$ cat config.mk
export PLATFORM = sky130hd
export DESIGN_NAME = x_sched
export DESIGN_NICKNAME = d
export VERILOG_FILES = /design/src/rtl/x_sched.sv
export SDC_FILE = /design/constraint.sdc
export NUM_CORES = 1
export LEC_CHECK = 0
export BUFFER_PORTS_ARGS = -buffer_cell sky130_fd_sc_hd__buf_2
export CORE_UTILIZATION = 40
export DETAILED_ROUTE_END_ITERATION = 7
export GPL_TIMING_DRIVEN = 1
export PLACE_DENSITY = 0.65
export SYNTH_ARGS = -nofsm -noshare
export SYNTH_HDL_FRONTEND = slang
export SYNTH_SLANG_ARGS = --single-unit
$ cat constraint.sdc
create_clock -name i_clk -period 4.5 [get_ports i_clk]
set_input_delay 0.225 -clock i_clk [delete_from_list [all_inputs] [get_ports i_clk]]
set_output_delay 0.225 -clock i_clk [all_outputs]
set_load 0.02 [all_outputs]
$ cat src/rtl/x_sched.sv
// x_sched: round-robin two-requester scheduler feeding x_driver nibble commands.
// Optional WAIT abort compiled in with X_SCHED_TIMEOUT_EN.
module x_sched #(
  parameter int unsigned TIMEOUT = 255
) (
  input  logic        i_clk,
  input  logic        i_rst,
  input  logic        i_req0,
  input  logic [31:0] i_word0,
  output logic        o_done0,
  input  logic        i_req1,
  input  logic [31:0] i_word1,
  output logic        o_done1,
  output logic        o_cmd_valid,
  output logic [7:0]  o_cmd_data,
  input  logic        i_drv_valid,
  input  logic        i_drv_accept,
  output logic        o_busy,
  output logic        o_timeout
);

  if (TIMEOUT < 1 || TIMEOUT > 255) begin : g_to_chk
    $error("x_sched: TIMEOUT must be 1..255");
  end

  typedef enum logic [2:0] {
    IDLE, LOAD, UNLOAD, WAIT, DONE
  } state_t;

  state_t      state_q;
  logic [31:0] word_q;
  logic        owner_q;
  logic        rr_last_q;
  logic [3:0]  nib_q;
  logic [1:0]  byte_q;
`ifdef X_SCHED_TIMEOUT_EN
  logic [7:0]  wcnt_q;
`endif

  logic        gnt_any;
  logic        gnt1;
  logic [31:0] win_w;
  logic        byte_ok;
  logic [4:0]  nib_base;

  assign gnt_any  = i_req0 | i_req1;
  // On a tie the requester that did not win last time gets the grant.
  assign gnt1     = i_req1 & (~i_req0 | ~rr_last_q);
  assign win_w    = gnt1 ? i_word1 : i_word0;
  assign byte_ok  = i_drv_valid & i_drv_accept;
  assign nib_base = 5'd28 - {nib_q[2:0], 2'b00};

  always_ff @(posedge i_clk) begin
    if (i_rst) begin
      state_q     <= IDLE;
      word_q      <= '0;
      owner_q     <= 1'b0;
      rr_last_q   <= 1'b1;
      nib_q       <= '0;
      byte_q      <= '0;
      o_done0     <= 1'b0;
      o_done1     <= 1'b0;
      o_cmd_valid <= 1'b0;
      o_cmd_data  <= '0;
      o_busy      <= 1'b0;
      o_timeout   <= 1'b0;
`ifdef X_SCHED_TIMEOUT_EN
      wcnt_q      <= '0;
`endif
    end else begin
      o_done0     <= 1'b0;
      o_done1     <= 1'b0;
      o_cmd_valid <= 1'b0;
      o_cmd_data  <= '0;
      o_timeout   <= 1'b0;
      unique case (state_q)
        IDLE: begin
          if (gnt_any) begin
            state_q     <= LOAD;
            word_q      <= win_w;
            owner_q     <= gnt1;
            rr_last_q   <= gnt1;
            // first nibble leaves with the grant edge
            nib_q       <= 4'd1;
            byte_q      <= '0;
            o_cmd_valid <= 1'b1;
            o_cmd_data  <= {win_w[31:28], 4'h0};
            o_busy      <= 1'b1;
          end
        end
        LOAD: begin
          o_cmd_valid <= 1'b1;
          if (nib_q == 4'd8) begin
            state_q    <= UNLOAD;
            o_cmd_data <= 8'h01;
          end else begin
            o_cmd_data <= {word_q[nib_base +: 4], 4'h0};
            nib_q      <= nib_q + 4'd1;
          end
        end
        UNLOAD: begin
          state_q <= WAIT;
`ifdef X_SCHED_TIMEOUT_EN
          wcnt_q  <= '0;
`endif
        end
        WAIT: begin
          if (byte_ok) begin
            if (byte_q == 2'd3) begin
              state_q <= DONE;
              o_done0 <= ~owner_q;
              o_done1 <= owner_q;
            end else begin
              state_q     <= UNLOAD;
              byte_q      <= byte_q + 2'd1;
              o_cmd_valid <= 1'b1;
              o_cmd_data  <= 8'h01;
            end
          end
`ifdef X_SCHED_TIMEOUT_EN
          else if (wcnt_q == 8'(TIMEOUT - 1)) begin
            state_q   <= IDLE;
            o_timeout <= 1'b1;
            o_busy    <= 1'b0;
          end else begin
            wcnt_q <= wcnt_q + 8'd1;
          end
`endif
        end
        DONE: begin
          state_q <= IDLE;
          o_busy  <= 1'b0;
        end
        default: state_q <= IDLE;
      endcase
    end
  end

endmodule

==> results.sh <==
export IMPL_status="completed"
export IMPL_final_common_cell="buf_2"
export IMPL_htree_levels=2
export IMPL_yosys_warnings=0
export IMPL_vdd_ir_drop_max_v=0.000158
export IMPL_avgSynthCellArea_sq_um=10.0
export IMPL_grt_max_degree=68
export IMPL_cp_required_ps=4710
export IMPL_dp_cells=386
export IMPL_drt_iter0_drc=137
export IMPL_num_nets_final=391
export IMPL_sw_frac_of_total_pct=31.0
export IMPL_grt_pass1_wl_microns=7850
export IMPL_hold_class="primary input to register"
export IMPL_r2r_setup_slack_ps=2370
export IMPL_power_mw=1.09
export IMPL_chipWidth_microns=81.8
export IMPL_numCtsBuffers=5
export IMPL_rsz0062_at_grt="false"
export IMPL_wirelength_microns=4970
export IMPL_insertion_delay_ps=310
export IMPL_crit_arrival_ps=2350
export IMPL_fin_cells=394
export IMPL_period_share_pct=47.4
export IMPL_clockPowerShare_pct=24.9
export IMPL_skew_ps=8.81
export IMPL_worst_pin_slew_ps=1110
export IMPL_grt_pass1_vias=1658
export IMPL_area_growth_syn_to_layout_pct=17.7
export IMPL_synth_edf_count=0
export IMPL_root_buffer="clkbuf_8"
export IMPL_clkTransAtPathRegs_ps=100
export IMPL_max_cap_violations=0
export IMPL_ys_seq_area_share_pct=40.8
export IMPL_async_flop_share_pct=0
export IMPL_fmax_mhz=468
export IMPL_power_switching_mw=0.340
export IMPL_synth_largest_area_cell="dfxtp_1"
export IMPL_crit_type="register to register"
export IMPL_synth_distinct_cells=39
export IMPL_antenna_found_initial=0
export IMPL_wl_per_cell_microns=12.6
export IMPL_core_area_sq_mm=0.00603
export IMPL_drc=0
export IMPL_final_max_slew_violation_count=0
export IMPL_cts_sinks=52
export IMPL_startpoint_type="register"
export IMPL_syn_instance_count=254
export IMPL_final_cell_mix="buf_2 (78), dfxtp_1 (52), nor2_1 (40)"
export IMPL_drive_above_1_share_pct=32.3
export IMPL_post_cts_buffers=0
export IMPL_synth_area_top_cells="dfxtp_1 (41%), mux2i_1 (14%), a211oi_1 (10%), mux4_2 (7.1%), nor2_1 (5.9%)"
export IMPL_seqPwrFrac_pct=51.1
export IMPL_dp_final_hpwl_microns=3620
export IMPL_powerDensity_mw_per_mm2=365
export IMPL_crit_fanout=67
export IMPL_synth_main_ff_cell="dfxtp_1"
export IMPL_period_minus_slack_ps=2130
export IMPL_max_slew_margin_rel_pct=25.9
export IMPL_portBuffers=78
export IMPL_n_antenna_cell=0
export IMPL_synth_seq_cells=52
export IMPL_synth_top_area_share_pct=40.8
export IMPL_hold_viol_final=0
export IMPL_gp_congestion=0.749
export IMPL_start_util_pct=42.3
export IMPL_cts_resized=0
export IMPL_firstDrtPassIters=4
export IMPL_endpoint_kind="register"
export IMPL_via_count=1984
export IMPL_ant_nets=0
export IMPL_ctsHoldBuffers=0
export IMPL_syn_area_sq_mm=0.00255
export IMPL_setup_tns_ps=0
export IMPL_die_y_microns=81.8
export IMPL_grt_overflow_total=0
export IMPL_setup_viol=0
export IMPL_grtUsageTotal_pct=15.5
export IMPL_fp_row_count=28
export IMPL_final_util_pct=49.8
export IMPL_cts_buffer_depth=2
export IMPL_leakagePower_nw=1.30
export IMPL_viasPerCell=5.04
export IMPL_power_frac_comb_pct=24.1
export IMPL_dieArea_sq_mm=0.00670
export IMPL_ios=83
export IMPL_tritoncts="built"
export IMPL_power_internal_mw=0.755
[power groups by stage]
| stage | logic, mW | clock network, mW | registers, mW |
|---|---|---|---|
| after floorplan | 0.220 | 0 | 0.557 |
| after global placement | 0.261 | 0 | 0.568 |
| after detailed placement | 0.266 | 0 | 0.570 |
| after CTS | 0.266 | 0.280 | 0.560 |
| after global routing | 0.294 | 0.304 | 0.568 |
| final | 0.263 | 0.272 | 0.559 |
[path summary, 6_finish.rpt]
path	depth (start not counted)	startpoint	to
worst min register to register	1	owner_q	o_done0
worst max-delay path	4	state_q[1]	word_q[30]
worst min-delay path	3	i_req1	rr_last_q
worst max register to register	4	state_q[1]	word_q[30]
[routing by layer]
metal	track usage [%]	routed length, microns	up-vias
met5	0	0	-
met4	3.16	40	0
met1	22.2	2520	857
li1	-	-	1061
met2	23.6	2160	61
met3	3.67	255	5
[stage by stage]
stage                     cell area, sq um  setup slack (ps)  hold slack [ps]
after floorplan                       2560              2950              393
after global placement                2910              2430              450
after detailed placement              2910              2360              451
after CTS                             3000              2340              204
after global routing                  3000              2080              236
final                                 3000              2370              207
[cells in the mapped netlist, types with 2 or more instances]
master,count
nand3_1,4
buf_6,3
o21ai_0,4
or3_1,2
a211oi_1,34
dfxtp_1,52
nand2_1,4
ha_1,3
clkbuf_1,5
xor2_1,2
o22ai_1,4
nor2_1,40
buf_4,7
a21boi_0,2
mux2i_1,36
a21oi_1,7
and2_1,4
buf_2,10
mux4_2,8
nor3_1,4
[cell type report]
| class | instances | area [sq um] |
|---|---|---|
| fillers | 578 | 3030 |
| multi-input cells | 178 | 1370 |
| clock buffers | 5 | 68.8 |
| well taps | 75 | 93.8 |
| repair buffers | 79 | 398 |
| clock inverters | 3 | 22.5 |
| flip-flops and latches | 52 | 1040 |
| inverters | 2 | 7.51 |
[worst max-delay path, stage by stage (launching register included)]
cell and delay (ps):
dfxtp_1 440, nor3_4 310, and2_2 920, nor2_1 80, a211oi_1 250
[cell families (layout without fill, tap and decap cells)]
family | Yosys count | count (layout) | share of synthesized area [%]
flip-flops | 52 | 52 | 40.8
buffers and inverters | 27 | 89 | 6.38
AND/OR/NAND/NOR | 70 | 70 | 14.1
multiplexers | 44 | 44 | 21.2
XOR/XNOR | 2 | 2 | 0.687
other | 1 | 4 | 0.147
AO/OA/AOI/OAI | 55 | 55 | 15.2
adder cells (fa/ha/maj) | 3 | 3 | 1.47
[state kept, by name, summed over array words and instances, names as in the netlist]
name,flops
byte_q,2
nib_q,4
o_busy,1
o_cmd_data,5
o_cmd_valid,1
o_done0,1
o_done1,1
owner_q,1
rr_last_q,1
state_q,3
word_q,32
No activity file was read; power rests on OpenSTA's default activity.
